[config.mk]
export PLATFORM = sky130hd
export DESIGN_NAME = nanosoc_exp_dma_initiator
export DESIGN_NICKNAME = d
export VERILOG_FILES = /design/src/rtl/nanosoc_exp_pkg.sv /design/src/rtl/nanosoc_exp_dma_addr_gen.sv /design/src/rtl/nanosoc_exp_dma_initiator.sv
export SDC_FILE = /design/constraint.sdc
export NUM_CORES = 1
export LEC_CHECK = 0
export CORE_ASPECT_RATIO = 2
export CORE_MARGIN = 2
export CORE_UTILIZATION = 35
export CTS_CLUSTER_SIZE = 12
export DETAILED_ROUTE_END_ITERATION = 8
export PLACE_DENSITY = 0.66
export SLEW_MARGIN = 25
export SYNTH_ARGS = -nofsm -noshare
export SYNTH_HDL_FRONTEND = slang
export SYNTH_HIERARCHICAL = 1
export SYNTH_SLANG_ARGS = --single-unit
[constraint.sdc]
create_clock -name HCLK -period 2.7 [get_ports HCLK]
set_input_delay 0.675 -clock HCLK [delete_from_list [all_inputs] [get_ports HCLK]]
set_output_delay 0.675 -clock HCLK [all_outputs]
set_load 0.01 [all_outputs]
[src/rtl/nanosoc_exp_pkg.sv]
// -----------------------------------------------------------------------------
// nanosoc_exp_pkg
// Shared definitions for the nanosoc expansion-region DMA initiator:
//   - AHB-Lite encodings used by the initiator (HTRANS, HSIZE, HBURST)
//   - DMA FSM state encoding
//   - word stride used when advancing source/destination addresses
// No ports (package).
// -----------------------------------------------------------------------------
package nanosoc_exp_pkg;

  localparam logic [1:0]  HTRANS_IDLE   = 2'b00;
  localparam logic [1:0]  HTRANS_NONSEQ = 2'b10;
  localparam logic [2:0]  HSIZE_WORD    = 3'b010;
  localparam logic [2:0]  HBURST_SINGLE = 3'b000;
  localparam logic [31:0] WORD_STRIDE   = 32'd4;

  typedef enum logic [2:0] {
    ST_IDLE     = 3'd0,
    ST_WAIT_REQ = 3'd1,
    ST_RD_ADDR  = 3'd2,
    ST_RD_DATA  = 3'd3,
    ST_WR_ADDR  = 3'd4,
    ST_WR_DATA  = 3'd5,
    ST_FINISH   = 3'd6
  } dma_state_t;

  // Clears the byte-offset bits so every access is word aligned.
  function automatic logic [31:0] word_align(input logic [31:0] addr);
    return {addr[31:2], 2'b00};
  endfunction

endpackage

[src/rtl/nanosoc_exp_dma_addr_gen.sv]
// -----------------------------------------------------------------------------
// nanosoc_exp_dma_addr_gen
// Holds the running source/destination addresses and the remaining word count
// of the current DMA job.
//   clk_i, rst_ni      : clock, asynchronous active-low reset
//   load_i             : latch a new job (addresses word aligned, fixed flags,
//                        count)
//   step_i             : one word finished; advance addresses, decrement count
//   src_addr_i/dst_addr_i, src_fixed_i/dst_fixed_i, count_i : job parameters
//   cur_src_o/cur_dst_o: addresses for the current word
//   last_o             : the current word is the final one of the job
// -----------------------------------------------------------------------------
module nanosoc_exp_dma_addr_gen
  import nanosoc_exp_pkg::*;
#(
  parameter int CNT_WIDTH = 16
) (
  input  logic                 clk_i,
  input  logic                 rst_ni,
  input  logic                 load_i,
  input  logic                 step_i,
  input  logic [31:0]          src_addr_i,
  input  logic [31:0]          dst_addr_i,
  input  logic                 src_fixed_i,
  input  logic                 dst_fixed_i,
  input  logic [CNT_WIDTH-1:0] count_i,
  output logic [31:0]          cur_src_o,
  output logic [31:0]          cur_dst_o,
  output logic                 last_o
);

  logic [31:0]          src_q, src_d;
  logic [31:0]          dst_q, dst_d;
  logic [CNT_WIDTH-1:0] remaining_q, remaining_d;
  logic                 src_fixed_q, src_fixed_d;
  logic                 dst_fixed_q, dst_fixed_d;

  always_comb begin
    src_d       = src_q;
    dst_d       = dst_q;
    remaining_d = remaining_q;
    src_fixed_d = src_fixed_q;
    dst_fixed_d = dst_fixed_q;
    if (load_i) begin
      src_d       = word_align(src_addr_i);
      dst_d       = word_align(dst_addr_i);
      remaining_d = count_i;
      src_fixed_d = src_fixed_i;
      dst_fixed_d = dst_fixed_i;
    end else if (step_i) begin
      // Address arithmetic wraps naturally at 32 bits.
      if (!src_fixed_q) src_d = src_q + WORD_STRIDE;
      if (!dst_fixed_q) dst_d = dst_q + WORD_STRIDE;
      remaining_d = remaining_q - CNT_WIDTH'(1);
    end
  end

  always_ff @(posedge clk_i or negedge rst_ni) begin
    if (!rst_ni) begin
      src_q       <= '0;
      dst_q       <= '0;
      remaining_q <= '0;
      src_fixed_q <= 1'b0;
      dst_fixed_q <= 1'b0;
    end else begin
      src_q       <= src_d;
      dst_q       <= dst_d;
      remaining_q <= remaining_d;
      src_fixed_q <= src_fixed_d;
      dst_fixed_q <= dst_fixed_d;
    end
  end

  assign cur_src_o = src_q;
  assign cur_dst_o = dst_q;
  assign last_o    = (remaining_q == CNT_WIDTH'(1));

endmodule

[src/rtl/nanosoc_exp_dma_initiator.sv]
// -----------------------------------------------------------------------------
// nanosoc_exp_dma_initiator
// AHB-Lite manager that copies 32-bit words from a source to a destination,
// one single-beat transfer outstanding at a time, paced by data_req.
//   HCLK, HRESETn        : clock, asynchronous active-low reset
//   start                : one-cycle job launch (ignored unless idle)
//   src_addr, dst_addr   : job byte addresses (low two bits ignored)
//   src_fixed, dst_fixed : hold the respective address constant (FIFO ports)
//   word_count           : words to copy; zero finishes immediately
//   data_req             : target ready for another word (sampled per word)
//   busy, done, error    : job in progress / end pulse / sticky bus error
//   HADDRM..HRDATAM      : AHB-Lite manager interface
// Handshake: an AHB phase (address or data) completes only on a rising edge
// where HREADYM=1; address/control and HWDATAM are held constant across every
// cycle with HREADYM=0, and HTRANSM leaves NONSEQ only after such an edge.
// The FSM state is kept in state_q for observation by bound checkers.
// -----------------------------------------------------------------------------
module nanosoc_exp_dma_initiator
  import nanosoc_exp_pkg::*;
#(
  parameter int         CNT_WIDTH = 16,
  parameter logic [3:0] HPROT_VAL = 4'b0011
) (
  input  logic                 HCLK,
  input  logic                 HRESETn,
  input  logic                 start,
  input  logic [31:0]          src_addr,
  input  logic [31:0]          dst_addr,
  input  logic                 src_fixed,
  input  logic                 dst_fixed,
  input  logic [CNT_WIDTH-1:0] word_count,
  input  logic                 data_req,
  output logic                 busy,
  output logic                 done,
  output logic                 error,
  output logic [31:0]          HADDRM,
  output logic [1:0]           HTRANSM,
  output logic [2:0]           HSIZEM,
  output logic [2:0]           HBURSTM,
  output logic [3:0]           HPROTM,
  output logic                 HMASTLOCKM,
  output logic                 HWRITEM,
  output logic [31:0]          HWDATAM,
  input  logic                 HREADYM,
  input  logic                 HRESPM,
  input  logic [31:0]          HRDATAM
);

  dma_state_t  state_q, state_d;
  logic        error_q, error_d;
  logic [31:0] buf_q, buf_d;

  logic        load;
  logic        step;
  logic [31:0] cur_src;
  logic [31:0] cur_dst;
  logic        last_word;
  logic        data_phase;
  logic        phase_err;

  nanosoc_exp_dma_addr_gen #(
    .CNT_WIDTH (CNT_WIDTH)
  ) u_addr_gen (
    .clk_i       (HCLK),
    .rst_ni      (HRESETn),
    .load_i      (load),
    .step_i      (step),
    .src_addr_i  (src_addr),
    .dst_addr_i  (dst_addr),
    .src_fixed_i (src_fixed),
    .dst_fixed_i (dst_fixed),
    .count_i     (word_count),
    .cur_src_o   (cur_src),
    .cur_dst_o   (cur_dst),
    .last_o      (last_word)
  );

  assign data_phase = (state_q == ST_RD_DATA) || (state_q == ST_WR_DATA);
  // An error may be flagged in an earlier wait cycle of this data phase
  // (two-cycle error response) or on the completing cycle itself.
  assign phase_err  = error_q || HRESPM;

  always_comb begin
    state_d = state_q;
    error_d = error_q;
    buf_d   = buf_q;
    load    = 1'b0;
    step    = 1'b0;
    HTRANSM = HTRANS_IDLE;
    HADDRM  = '0;
    HWRITEM = 1'b0;
    HWDATAM = '0;
    busy    = 1'b1;
    done    = 1'b0;

    if (data_phase && HRESPM) error_d = 1'b1;

    case (state_q)
      ST_IDLE: begin
        busy = 1'b0;
        if (start) begin
          load    = 1'b1;
          error_d = 1'b0;
          state_d = (word_count == '0) ? ST_FINISH : ST_WAIT_REQ;
        end
      end
      ST_WAIT_REQ: begin
        if (data_req) state_d = ST_RD_ADDR;
      end
      ST_RD_ADDR: begin
        HTRANSM = HTRANS_NONSEQ;
        HADDRM  = cur_src;
        if (HREADYM) state_d = ST_RD_DATA;
      end
      ST_RD_DATA: begin
        if (HREADYM) begin
          buf_d   = HRDATAM;
          // A failed read never turns into a write.
          state_d = phase_err ? ST_FINISH : ST_WR_ADDR;
        end
      end
      ST_WR_ADDR: begin
        HTRANSM = HTRANS_NONSEQ;
        HADDRM  = cur_dst;
        HWRITEM = 1'b1;
        if (HREADYM) state_d = ST_WR_DATA;
      end
      ST_WR_DATA: begin
        HWDATAM = buf_q;
        if (HREADYM) begin
          step    = 1'b1;
          state_d = (last_word || phase_err) ? ST_FINISH : ST_WAIT_REQ;
        end
      end
      ST_FINISH: begin
        busy    = 1'b0;
        done    = 1'b1;
        state_d = ST_IDLE;
      end
      default: begin
        busy    = 1'b0;
        state_d = ST_IDLE;
      end
    endcase
  end

  always_ff @(posedge HCLK or negedge HRESETn) begin
    if (!HRESETn) begin
      state_q <= ST_IDLE;
      error_q <= 1'b0;
      buf_q   <= '0;
    end else begin
      state_q <= state_d;
      error_q <= error_d;
      buf_q   <= buf_d;
    end
  end

  assign error      = error_q;
  assign HSIZEM     = HSIZE_WORD;
  assign HBURSTM    = HBURST_SINGLE;
  assign HPROTM     = HPROT_VAL;
  assign HMASTLOCKM = 1'b0;

endmodule

* After elaboration in Yosys (flattened, before gate mapping)
Cells that the tools add are included.
Word-level totals: flip-flop bits (word level) 118, bits of input ports 120, output and inout bits 81, word-level logic and storage cells 70
Cells by class: $add $sub $neg 3, equal/unequal tests 15, multiplexer cells 31, reduce and logical (&&, ||, !) cells 13
Operators by type and width (number):
- 2-to-1 mux 32 bit | 7
- adder 32 x 3 -> 32 bit (second input constant) | 2
- one-hot mux 32 bit (2 select lines) | 1
- 2-to-1 mux 16 bit | 2
- 2-to-1 mux 3 bit | 8
- one-hot mux 3 bit (6 select lines) | 1
- equality test 16 x 1 -> 1 bit (second input constant) | 1
- logical NOT 16 bit | 1
- inequality test 2 bit (second input constant) | 8
- subtractor 16 x 1 -> 16 bit (second input constant) | 1
- 2-to-1 mux 1 bit | 10
- equality test 3 bit (second input constant) | 3
- equality test 3 x 2 -> 1 bit (second input constant) | 2
- AND reduction 2 bit | 3
- AND reduction 6 bit | 1
- OR reduction 5 bit | 1
- 2-to-1 mux 2 bit | 2
- equality test 3 x 1 -> 1 bit (second input constant) | 1
- logical NOT 3 bit | 1
- logical OR 1 bit | 3
- nonzero test 2 bit | 1
- OR reduction 2 bit | 1
- logical AND 1 bit | 1

* Longest topological paths before layout
Gate-level depths: netlist (run 1).
depth in word-level cells 6, gate-level depth with buffers 10, mapped depth without buffers 8

* By module
The synthesis (run 1) kept the hierarchy.
By module, submodules not included:
- nanosoc_exp_dma_addr_gen | instances 1, cells each 492, area an instance 4426.7 um2, seq. area each 1951.9 um2
- nanosoc_exp_dma_initiator | instances 1, cells each 201, area an instance 2368.5 um2, seq. area each 900.9 um2

* Worst setup path before layout (run 1)
OpenSTA, ideal clock, no wires.
path kind register to register, start register state_q[1], end register u_addr_gen.remaining_q[13], library setup time 132 ps, arrival 2353 ps, data required time 2568 ps, path slack 214 ps, cell stages (with the launch flop) 11, path buffers 3, period minus slack after synthesis 2486 ps, cells stage by stage dfrtp_1 > buf_6 > nor3b_2 > and2_1 > buf_2 > or3b_2 > or2_1 > buf_2 > nor4_4 > xnor2_1 > o21ai_1
Between the ends: longest elaborated chain between the ends 3, elaborated cells on any way between the ends 6, classes of those cells eq/ne (1); mux (3); reduce/logical (2)
RTL lines:
- start: declaration | line nanosoc_exp_dma_initiator.sv:49 | dma_state_t state_q, state_d;
- start signal: assignment | line nanosoc_exp_dma_initiator.sv:153 | state_q <= state_d;
- equality test 3 bit | line nanosoc_exp_dma_initiator.sv:98 | case (state_q)
- 2-to-1 mux 1 bit | line nanosoc_exp_dma_initiator.sv:98
- named net step | line nanosoc_exp_dma_initiator.sv:54 | logic step;
- nonzero test 2 bit (no source line)
- end signal: assignment | line nanosoc_exp_dma_addr_gen.sv:68 | remaining_q <= remaining_d;
- end: declaration | line nanosoc_exp_dma_addr_gen.sv:34 | logic [CNT_WIDTH-1:0] remaining_q, remaining_d;
The timed path passes the listed nets, and every way through them passes these cells. A chain may end at the register's enable or synchronous reset.

* Worst setup path after layout (run 1)
start register state_q[0], end output port HADDRM[24]
Between the ends: longest elaborated chain between the ends 2, elaborated cells on any way between the ends 3, classes of those cells eq/ne (2); mux (1)
RTL lines:
- equality test 3 bit / equality test 3 x 2 -> 1 bit (equally long branches) | line nanosoc_exp_dma_initiator.sv:98
- one-hot mux 32 bit (2 select lines) * | line nanosoc_exp_dma_initiator.sv:98
- end: declaration | line nanosoc_exp_dma_initiator.sv:36 | output logic [31:0] HADDRM,
Every way passes the cells marked *; elsewhere a longest branch is shown, timed or not.

==> flow_metrics.py, run 1 <==
metrics = {
    "floorplanning": {
        "rows": 72,
        "dieArea_um2": 20600,
        "io_pins": 201,
        "die_x_um": 103,
        "start_util": 0.354,
        "die_y_um": 201,
        "coreArea_um2": 19200,
    },
    "power": {
        "p_int_w": 0.00585,
        "ir_worst_vdd_mv": 0.439,
        "p_switching_w": 0.00337,
        "swShare": 0.366,
        "comb_power_share": 0.391,
        "p_per_area_nw_per_um2": 958,
        "seqPwrFrac": 0.374,
        "p_total_w": 0.00922,
        "clkPwrFrac": 0.235,
        "leakagePower_nw": 4.18,
    },
    "worst_hold_path": {
        "hold_path.class": "input pin to asynchronous set/reset pin",
    },
    "run": {
        "maxCapViolations": 0,
    },
    "setup_path": {
        "reg2reg_from": "state_q[0]",
        "endpoint_kind": "primary output",
        "rrSetupSlack_ps": 170,
        "start_kind": "flop",
        "crit_type": "flop to primary output",
        "reg2reg_depth": 10,
        "critical_path_arrival_ps": 1930,
        "cp.required_ps": 2030,
        "worst-path-max-fanout": 17,
        "r2r_end": "u_addr_gen/remaining_q[11]",
    },
    "sta": {
        "finalCritPeriodShare": 0.966,
        "finClkSkew_ps": 12.7,
        "layout_min_cycle_time_ps": 2610,
        "relSlewSlack": 0.633,
        "final_max_slew_viol_count": 0,
        "hold_ws_ps": 216,
        "fmax_ghz": 0.383,
        "tightest_slew_ps": 545,
        "rsz0062_at_grt": "no",
        "hold_viol": 0,
        "finalSetupViolations": 0,
    },
    "place": {
        "dp_hpwl_um": 14800,
        "io_buffer_count": 182,
        "gp_congestion": 0.841,
        "place_area_um2": 8970,
    },
    "final_layout": {
        "fill_cells": 1778,
        "final_net_count": 1021,
        "syn_to_final_growth_pct": 41.6,
        "drive_gt1_frac": 0.161,
        "finalInstanceArea_um2": 9630,
    },
    "clock_network": {
        "cts_root_buffer": "clkbuf_16",
        "cts_tree": "yes",
        "cts_buffer_depth": 2,
        "clkSinkCount": 114,
        "clk_pin_slew_ps": 60,
        "cts_inserted_buffers": 17,
        "insertion_delay_ps": 420,
        "htree_levels": 4,
    },
    "synth": {
        "synth_edf_count": 0,
        "synth_top_cell_by_area": "dfrtp_1",
        "ys.flop_type": "dfrtp_1",
        "synth.area.top_cells": "dfrtp_1 (42%), mux2_4 (6.4%), xnor2_1 (6.2%)",
        "ys_ff_latch": 114,
        "yosysSeqAreaShare": 0.420,
        "synth_most_common_cell": "dfrtp_1",
        "netlist_area_um2": 6800,
        "synth.top_cells.by_count": "dfrtp_1 (114), nand2_1 (99), o21ai_0 (55)",
        "syn_avg_cell_area_um2": 9.81,
        "yosysUniqueCellTypes": 53,
        "async_reset_ff_frac": 1.00,
        "synthCells": 693,
        "synth_top_area_frac": 0.420,
        "yosys_warnings": 6,
    },
    "route": {
        "wl_per_cell_um": 17.3,
        "detail-route-antenna-nets": 0,
        "remaining_drc_errors": 0,
        "wl_um": 20200,
        "num_vias": 5784,
        "drt_pass1_iterations": 4,
        "drtIter0Drc": 222,
        "vias_per_cell": 4.95,
    },
    "global_routing": {
        "antenna_found_initial": 0,
        "grt_pass1_wl_um": 31800,
        "globalRouteOverflowTotal": 0,
        "grt_use_total": 0.202,
        "grt_pass1_vias": 6110,
        "grt_max_degree": 65,
    },
    "status": {
        "status": "completed",
    },
}
## sequential cells by signal (all words and copies together) (netlist names)
signal,flops
error,1
state_q,3
u_addr_gen/cur_dst_o,30
u_addr_gen/src_fixed_q,1
u_addr_gen/remaining_q,16
u_addr_gen/cur_src_o,30
buf_q,32
u_addr_gen/dst_fixed_q,1
## through the flow
stage               TNS (ps)  setup slack, ps  std cells  utilization
finish                     0             91.2       1169        0.502
global route               0             8.10       1168        0.502
floorplan                  0              214        706            -
global placement        -795             -154       1125        0.467
detailed placement     -1210             -204       1125        0.467
CTS                     -278             -159       1168        0.500
## what timing repair did
action | in CTS | in global routing
resized for setup | 82 | 14
hold buffers | 0 | 0
setup endpoints to repair | 63 | 17
cloned | 4 | 0
setup buffers | 8 | 0
pin swaps | 1 | 0
## cells by family after synthesis
| logic type | after synthesis | share of synthesized area |
|---|---|---|
| simple gates | 272 | 0.227 |
| mux | 40 | 0.0816 |
| compound gates | 122 | 0.113 |
| flops | 114 | 0.420 |
| buf+inv | 67 | 0.0586 |
| other cells | 3 | 0.00166 |
| fa+ha+maj | 4 | 0.00737 |
| xor+xnor | 71 | 0.0915 |
## routing by layer
metal,vias up,global-route usage,part of all wire
li1,2813,-,-
met1,2783,0.211,0.36
met2,155,0.380,0.57
met3,33,0.0355,0.040
met4,0,0.0829,0.030
met5,-,0,0
## layout make-up
cell class / instances / area, um2 / share of cell area
Timing Repair Buffer: 228 / 2220 / 0.230
Clock inverter: 11 / 114 / 0.0118
Antenna cell: 1 / 2.50 / 0.000260
Clock buffer: 20 / 447 / 0.0464
Tap cell: 259 / 324 / 0.0337
Multi-Input combinational cell: 525 / 3630 / 0.377
Inverter: 11 / 41.3 / 0.00429
Sequential cell: 114 / 2860 / 0.297
## worst max-delay path by stage
stage,from,to,slack [ps],cells past startpoint
after floorplan,state_q[1],u_addr_gen/remaining_q[13],210,10
after global placement,HREADYM,u_addr_gen/remaining_q[11],-150,8
after detailed placement,HREADYM,u_addr_gen/remaining_q[11],-200,8
after CTS,state_q[0],HADDRM[22],-160,5
after global routing,state_q[0],HADDRM[23],8,6
final,state_q[0],HADDRM[24],90,6
## power by group through the flow
stage          sequential [W]  combinational (W)  clock (W)
2_1_floorplan         0.00318            0.00247          0
3_3_place_gp          0.00342            0.00357          0
4_1_cts               0.00344            0.00364    0.00221
6_report              0.00345            0.00361    0.00216
3_5_place_dp          0.00345            0.00363          0
5_1_grt               0.00358            0.00397    0.00228
## worst max-delay path, cell delays in order (launching register included)
cell	delay (ps)
dfrtp_2	430
buf_12	140
nor3b_4	180
buf_4	150
buf_12	140
a22o_1	200
dlygate4sd2_1	280
## placed cells by master, fill, tap and decap left out, drive strengths merged, types with 19 or more instances in the layout
cell           instances
dlygate4sd2           53
nand2                 99
clkdlybuf4s50        116
xnor2                 48
nor4                  26
buf                   50
xor2                  23
mux2                  36
nand3                 29
and2                  33
dfrtp                114
clkbuf                20
o21ai                 76
nor3                  19
a22o                  32
No activity file was read; power rests on OpenSTA's default activity.
==> inputs of run 2 (changes only) <==
Settings changed: RECOVER_POWER set to 25, TNS_END_PERCENT set to 5.
==> run 2 against run 1 <==
The flow now finishes with violations (capacitance limit, slew limit). Cell area is 0.53% lower. Final cell count is 0.68% lower. Total power is 0.88% lower. Critical path depth is 3 higher.
==> flow_metrics.py, run 2 (same netlist as run 1, synthesis figures left out) <==
metrics = {
    "setup_path": {
        "crit_type": "flop to flop",
        "r2r_end": "u_addr_gen/cur_dst_o[30]",
        "start_kind": "flop",
        "rrSetupSlack_ps": 90,
        "critical_path_arrival_ps": 2910,
        "reg2reg_depth": 9,
        "cp.required_ps": 3000,
        "reg2reg_from": "state_q[0]",
        "crit_start": "state_q[0]",
        "worst-path-max-fanout": 6,
        "endpoint_kind": "flop",
    },
    "sta": {
        "rsz0062_at_grt": "yes",
        "hold_ws_ps": 497,
        "tightest_slew_ps": 1910,
        "finClkSkew_ps": 12.2,
        "finalCritPeriodShare": 0.968,
        "final.setup.worst_slack_ps": 85.4,
        "finalSetupViolations": 0,
        "fmax_ghz": 0.382,
        "relSlewSlack": -0.273,
        "final_max_slew_viol_count": 35,
        "layout_min_cycle_time_ps": 2610,
        "hold_viol": 0,
    },
    "floorplanning": {
        "dieArea_um2": 20600,
        "die_y_um": 201,
        "io_pins": 201,
        "coreArea_um2": 19200,
        "start_util": 0.354,
        "rows": 72,
        "die_x_um": 103,
    },
    "clock_network": {
        "cts_buffer_depth": 2,
        "clkSinkCount": 114,
        "cts_root_buffer": "clkbuf_16",
        "htree_levels": 4,
        "cts_inserted_buffers": 17,
        "clk_pin_slew_ps": 60,
        "insertion_delay_ps": 420,
        "cts_tree": "yes",
        "hold_buffers": 0,
    },
    "worst_hold_path": {
        "hold_path.class": "flop to flop",
        "hold_end": "buf_q[10]",
        "min_from": "buf_q[10]",
        "min_path_cells": 1,
    },
    "status": {
        "violations": "capacitance limit, slew limit",
        "status": "finished, violations left",
    },
    "final_layout": {
        "largest_reg_flops": 32,
        "top_register": "buf_q",
        "syn_to_final_growth_pct": 40.9,
        "final_net_count": 1013,
        "drive_gt1_frac": 0.145,
        "finalInstanceArea_um2": 9570,
        "layout_commonest_cell": "clkdlybuf4s50_1",
        "final_cell_mix": "clkdlybuf4s50_1 (117), dfrtp_1 (112), nand2_1 (99)",
    },
    "global_routing": {
        "grt_pass1_wl_um": 31200,
        "grt_use_total": 0.197,
        "grt_max_degree": 65,
        "globalRouteOverflowTotal": 0,
        "grt_pass1_vias": 6022,
        "antenna_found_initial": 0,
    },
    "power": {
        "p_total_w": 0.00914,
        "leakagePower_nw": 4.31,
        "p_per_area_nw_per_um2": 955,
        "ir_worst_vdd_mv": 0.436,
    },
    "route": {
        "remaining_drc_errors": 0,
        "num_vias": 5796,
        "drt_pass1_iterations": 4,
        "drtIter0Drc": 207,
        "vias_per_cell": 4.99,
        "wl_um": 20100,
        "wl_per_cell_um": 17.3,
        "detail-route-antenna-nets": 0,
    },
    "place": {
        "gp_congestion": 0.841,
        "dp_slack_ps": -204,
        "place_area_um2": 8970,
        "dp_hpwl_um": 14800,
        "io_buffer_count": 182,
    },
    "run": {
        "maxCapViolations": 1,
    },
}
run 2: changes by cell type in the layout (fill, tap and decap cells not counted), sizes merged:
cell | previous run | this run
clkdlybuf4s15 | 5 | 3
clkdlybuf4s50 | 116 | 117
dlymetal6s2s | 4 | 17
buf | 50 | 37
dlygate4sd2 | 53 | 44
clkbuf | 20 | 22
run 2: worst max-delay path by stage:
| stage | end | slack [ps] |
|---|---|---|
| global route | u_addr_gen/cur_src_o[23] | -30 |
| finish | u_addr_gen/cur_dst_o[30] | 90 |
| floorplan | u_addr_gen/remaining_q[13] | 210 |
| detailed placement | u_addr_gen/remaining_q[11] | -200 |
| CTS | HWDATAM[7] | -140 |
| global placement | u_addr_gen/remaining_q[11] | -150 |
run 2: what timing repair did:
action / 4_1_cts / 5_1_grt
setup endpoints to repair: 63 / 19
setup buffers: 0 / 2
resized for setup: 54 / 22
pin swaps: 1 / 2
cloned: 1 / 1
run 2: report_power, final:
group	switching (W)	leakage [nW]	total (W)	internal, W
Sequential	0.000910	1.40	0.00346	0.00255
Clock	0.000797	0.275	0.00216	0.00136
Combinational	0.00164	2.64	0.00353	0.00189
run 2: per-stage QoR:
step | std cells | util | setup TNS (ps)
after global placement | 1125 | 0.467 | -795
after floorplan | 706 | - | 0
after detailed placement | 1125 | 0.467 | -1210
final | 1161 | 0.499 | 0
after CTS | 1157 | 0.495 | -2060
after global routing | 1160 | 0.499 | -48.6
run 2: area by class of cell:
| cell class | count | area [um2] |
|---|---|---|
| clock buffer | 20 | 447 |
| tap | 259 | 324 |
| inverter | 11 | 41.3 |
| sequential | 114 | 2860 |
| fill | 1783 | 9610 |
| antenna | 1 | 2.50 |
| clock inverter | 11 | 114 |
| timing repair buffer | 220 | 2180 |
| multi-input combinational | 525 | 3610 |
run 2: layer usage:
| layer | share of wire | GRT usage | wire (um) |
|---|---|---|---|
| met3 | 0.048 | 0.0359 | 959 |
| met1 | 0.35 | 0.206 | 7090 |
| met4 | 0.036 | 0.0843 | 716 |
| met2 | 0.56 | 0.369 | 11300 |
| met5 | 0 | 0 | 0 |
run 2: critical path, stage by stage (launching register included):
cell and delay [ps]:
dfrtp_2 430, inv_2 90, nor3b_4 250, buf_4 160, and2_1 200, nand2b_1 110
or4_1 590, nor4_4 310, xnor2_1 100, mux2_2 260
==> inputs of run 3 (changes only) <==
Settings changed: TNS_END_PERCENT 5 to 50.
Clock period 2.7 ns to 2.56 ns, I/O delays scaled along.
==> run 3 against run 2 <==
The flow still finishes with violations (capacitance limit, slew limit). Worst setup slack worse by 64 ps. Count of clock-buffer cells in the layout grew 2. Routed wire length up 1.6%. Highest routed layer unchanged.
==> flow_metrics.py, run 3 (same netlist as run 1, synthesis figures left out) <==
metrics = {
    "floorplanning": {
        "start_util": 0.354,
        "die_x_um": 103,
        "io_pins": 201,
        "rows": 72,
        "dieArea_um2": 20600,
        "coreArea_um2": 19200,
        "die_y_um": 201,
    },
    "final_layout": {
        "drive_gt1_frac": 0.171,
        "top_register": "buf_q",
        "final_cell_mix": "clkdlybuf4s50_1 (116), dfrtp_1 (111), nand2_1 (99)",
        "layout_commonest_cell": "clkdlybuf4s50_1",
        "final_net_count": 1027,
        "finalInstanceArea_um2": 9750,
        "syn_to_final_growth_pct": 43.5,
        "largest_reg_flops": 32,
    },
    "status": {
        "status": "finished, violations left",
        "violations": "capacitance limit, slew limit",
    },
    "power": {
        "swShare": 0.355,
        "p_switching_w": 0.00359,
        "leakagePower_nw": 4.20,
        "comb_power_share": 0.386,
        "p_per_area_nw_per_um2": 1030,
        "p_int_w": 0.00651,
        "ir_worst_vdd_mv": 0.535,
        "seqPwrFrac": 0.362,
        "clkPwrFrac": 0.251,
    },
    "setup_path": {
        "crit_type": "flop to primary output",
        "crit_start": "state_q[1]",
        "worstPathCellList": "nor3b_4 -> buf_6 -> clkbuf_16 -> a22o_1 -> dlygate4sd2_1",
        "worst-path-max-fanout": 17,
        "reg2reg_from": "state_q[0]",
        "r2r_end": "u_addr_gen/cur_dst_o[30]",
        "reg2reg_depth": 9,
        "crit_end": "HADDRM[5]",
        "cp_slowest_cell": "dfrtp_2",
        "cp.required_ps": 1920,
        "critical_path_arrival_ps": 1900,
        "path_delay_family": "buffers and inverters",
        "rrSetupSlack_ps": 130,
        "endpoint_kind": "primary output",
        "max_stage_delay_ps": 450,
        "worstSetupPathDepth": 5,
        "start_kind": "flop",
        "crit_buf_inv": 3,
    },
    "clock_network": {
        "clk_pin_slew_ps": 50,
        "cts_buffer_depth": 2,
        "cts_tree": "yes",
        "cts_root_buffer": "clkbuf_16",
        "insertion_delay_ps": 420,
        "clkSinkCount": 114,
        "cts_inserted_buffers": 17,
        "htree_levels": 4,
    },
    "global_routing": {
        "grt_pass1_vias": 6011,
        "grt_max_degree": 63,
        "grt_use_total": 0.198,
        "globalRouteOverflowTotal": 0,
        "antenna_found_initial": 1,
        "grt_pass1_wl_um": 31300,
    },
    "place": {
        "io_buffer_count": 182,
        "dp_slack_ps": -305,
        "gp_congestion": 0.836,
        "place_area_um2": 8990,
        "dp_hpwl_um": 14800,
    },
    "sta": {
        "final.setup.worst_slack_ps": 21.2,
        "finClkSkew_ps": 10.1,
        "layout_min_cycle_time_ps": 2540,
        "relSlewSlack": -0.319,
        "hold_viol": 0,
        "fmax_ghz": 0.394,
        "final_max_slew_viol_count": 35,
        "rsz0062_at_grt": "yes",
        "finalSetupViolations": 0,
        "tightest_slew_ps": 1980,
        "finalCritPeriodShare": 0.992,
    },
    "route": {
        "detail-route-antenna-nets": 0,
        "drt_pass1_iterations": 4,
        "vias_per_cell": 4.95,
        "drtIter0Drc": 230,
        "remaining_drc_errors": 0,
        "num_vias": 5817,
        "wl_per_cell_um": 17.3,
        "wl_um": 20400,
    },
    "worst_hold_path": {
        "hold_path.class": "flop to flop",
    },
    "run": {
        "maxCapViolations": 1,
    },
}
==> run 3: per-layer routing <==
metal  routed length, um  share of wire  global-route usage
met1                7270           0.36               0.207
met2               11400           0.56               0.364
met3                 920          0.045              0.0397
met4                 817          0.040              0.0957
met5                   0              0                   0
==> run 3: layout make-up <==
cell class / instances / area [um2]
antenna: 1 / 2.50
clock inverter: 10 / 155
clock buffer: 22 / 474
timing repair buffer: 234 / 2270
tap: 259 / 324
fill: 1773 / 9440
inverter: 11 / 41.3
sequential: 114 / 2860
multi-input combinational: 525 / 3630
==> run 3: power by group through the flow <==
stage	Clock, W	Combinational (W)	Sequential (W)
floorplan	0	0.00261	0.00335
global placement	0	0.00379	0.00361
detailed placement	0	0.00386	0.00364
CTS	0.00260	0.00375	0.00364
global route	0.00267	0.00427	0.00379
finish	0.00253	0.00390	0.00366
==> run 3: what timing repair did <==
action,4_1_cts,5_1_grt
hold buffers,0,0
setup buffers,2,10
endpoints found under the setup margin,65,50
cloned,2,2
pin swaps,2,5
gates resized for setup,74,34
==> run 3: worst min path at each step <==
stage	from	depth (start not counted)	to	slack (ps)
floorplan	HRESETn	0	buf_q[0]	340
global placement	buf_q[3]	1	buf_q[3]	480
detailed placement	buf_q[12]	1	buf_q[12]	480
CTS	HRESETn	1	buf_q[29]	180
global route	buf_q[14]	1	buf_q[14]	520
finish	buf_q[12]	1	buf_q[12]	500
==> run 3: through the flow <==
| step | instances | power [W] | setup TNS [ps] | hold WS [ps] | util |
|---|---|---|---|---|---|
| after floorplan | 706 | 0.00596 | 0 | 344 | - |
| after global placement | 1127 | 0.00740 | -2140 | 481 | 0.469 |
| after detailed placement | 1127 | 0.00750 | -3580 | 484 | 0.469 |
| after CTS | 1163 | 0.00999 | -219 | 181 | 0.501 |
| after global routing | 1176 | 0.0107 | -331 | 519 | 0.508 |
| final | 1176 | 0.0101 | 0 | 497 | 0.508 |
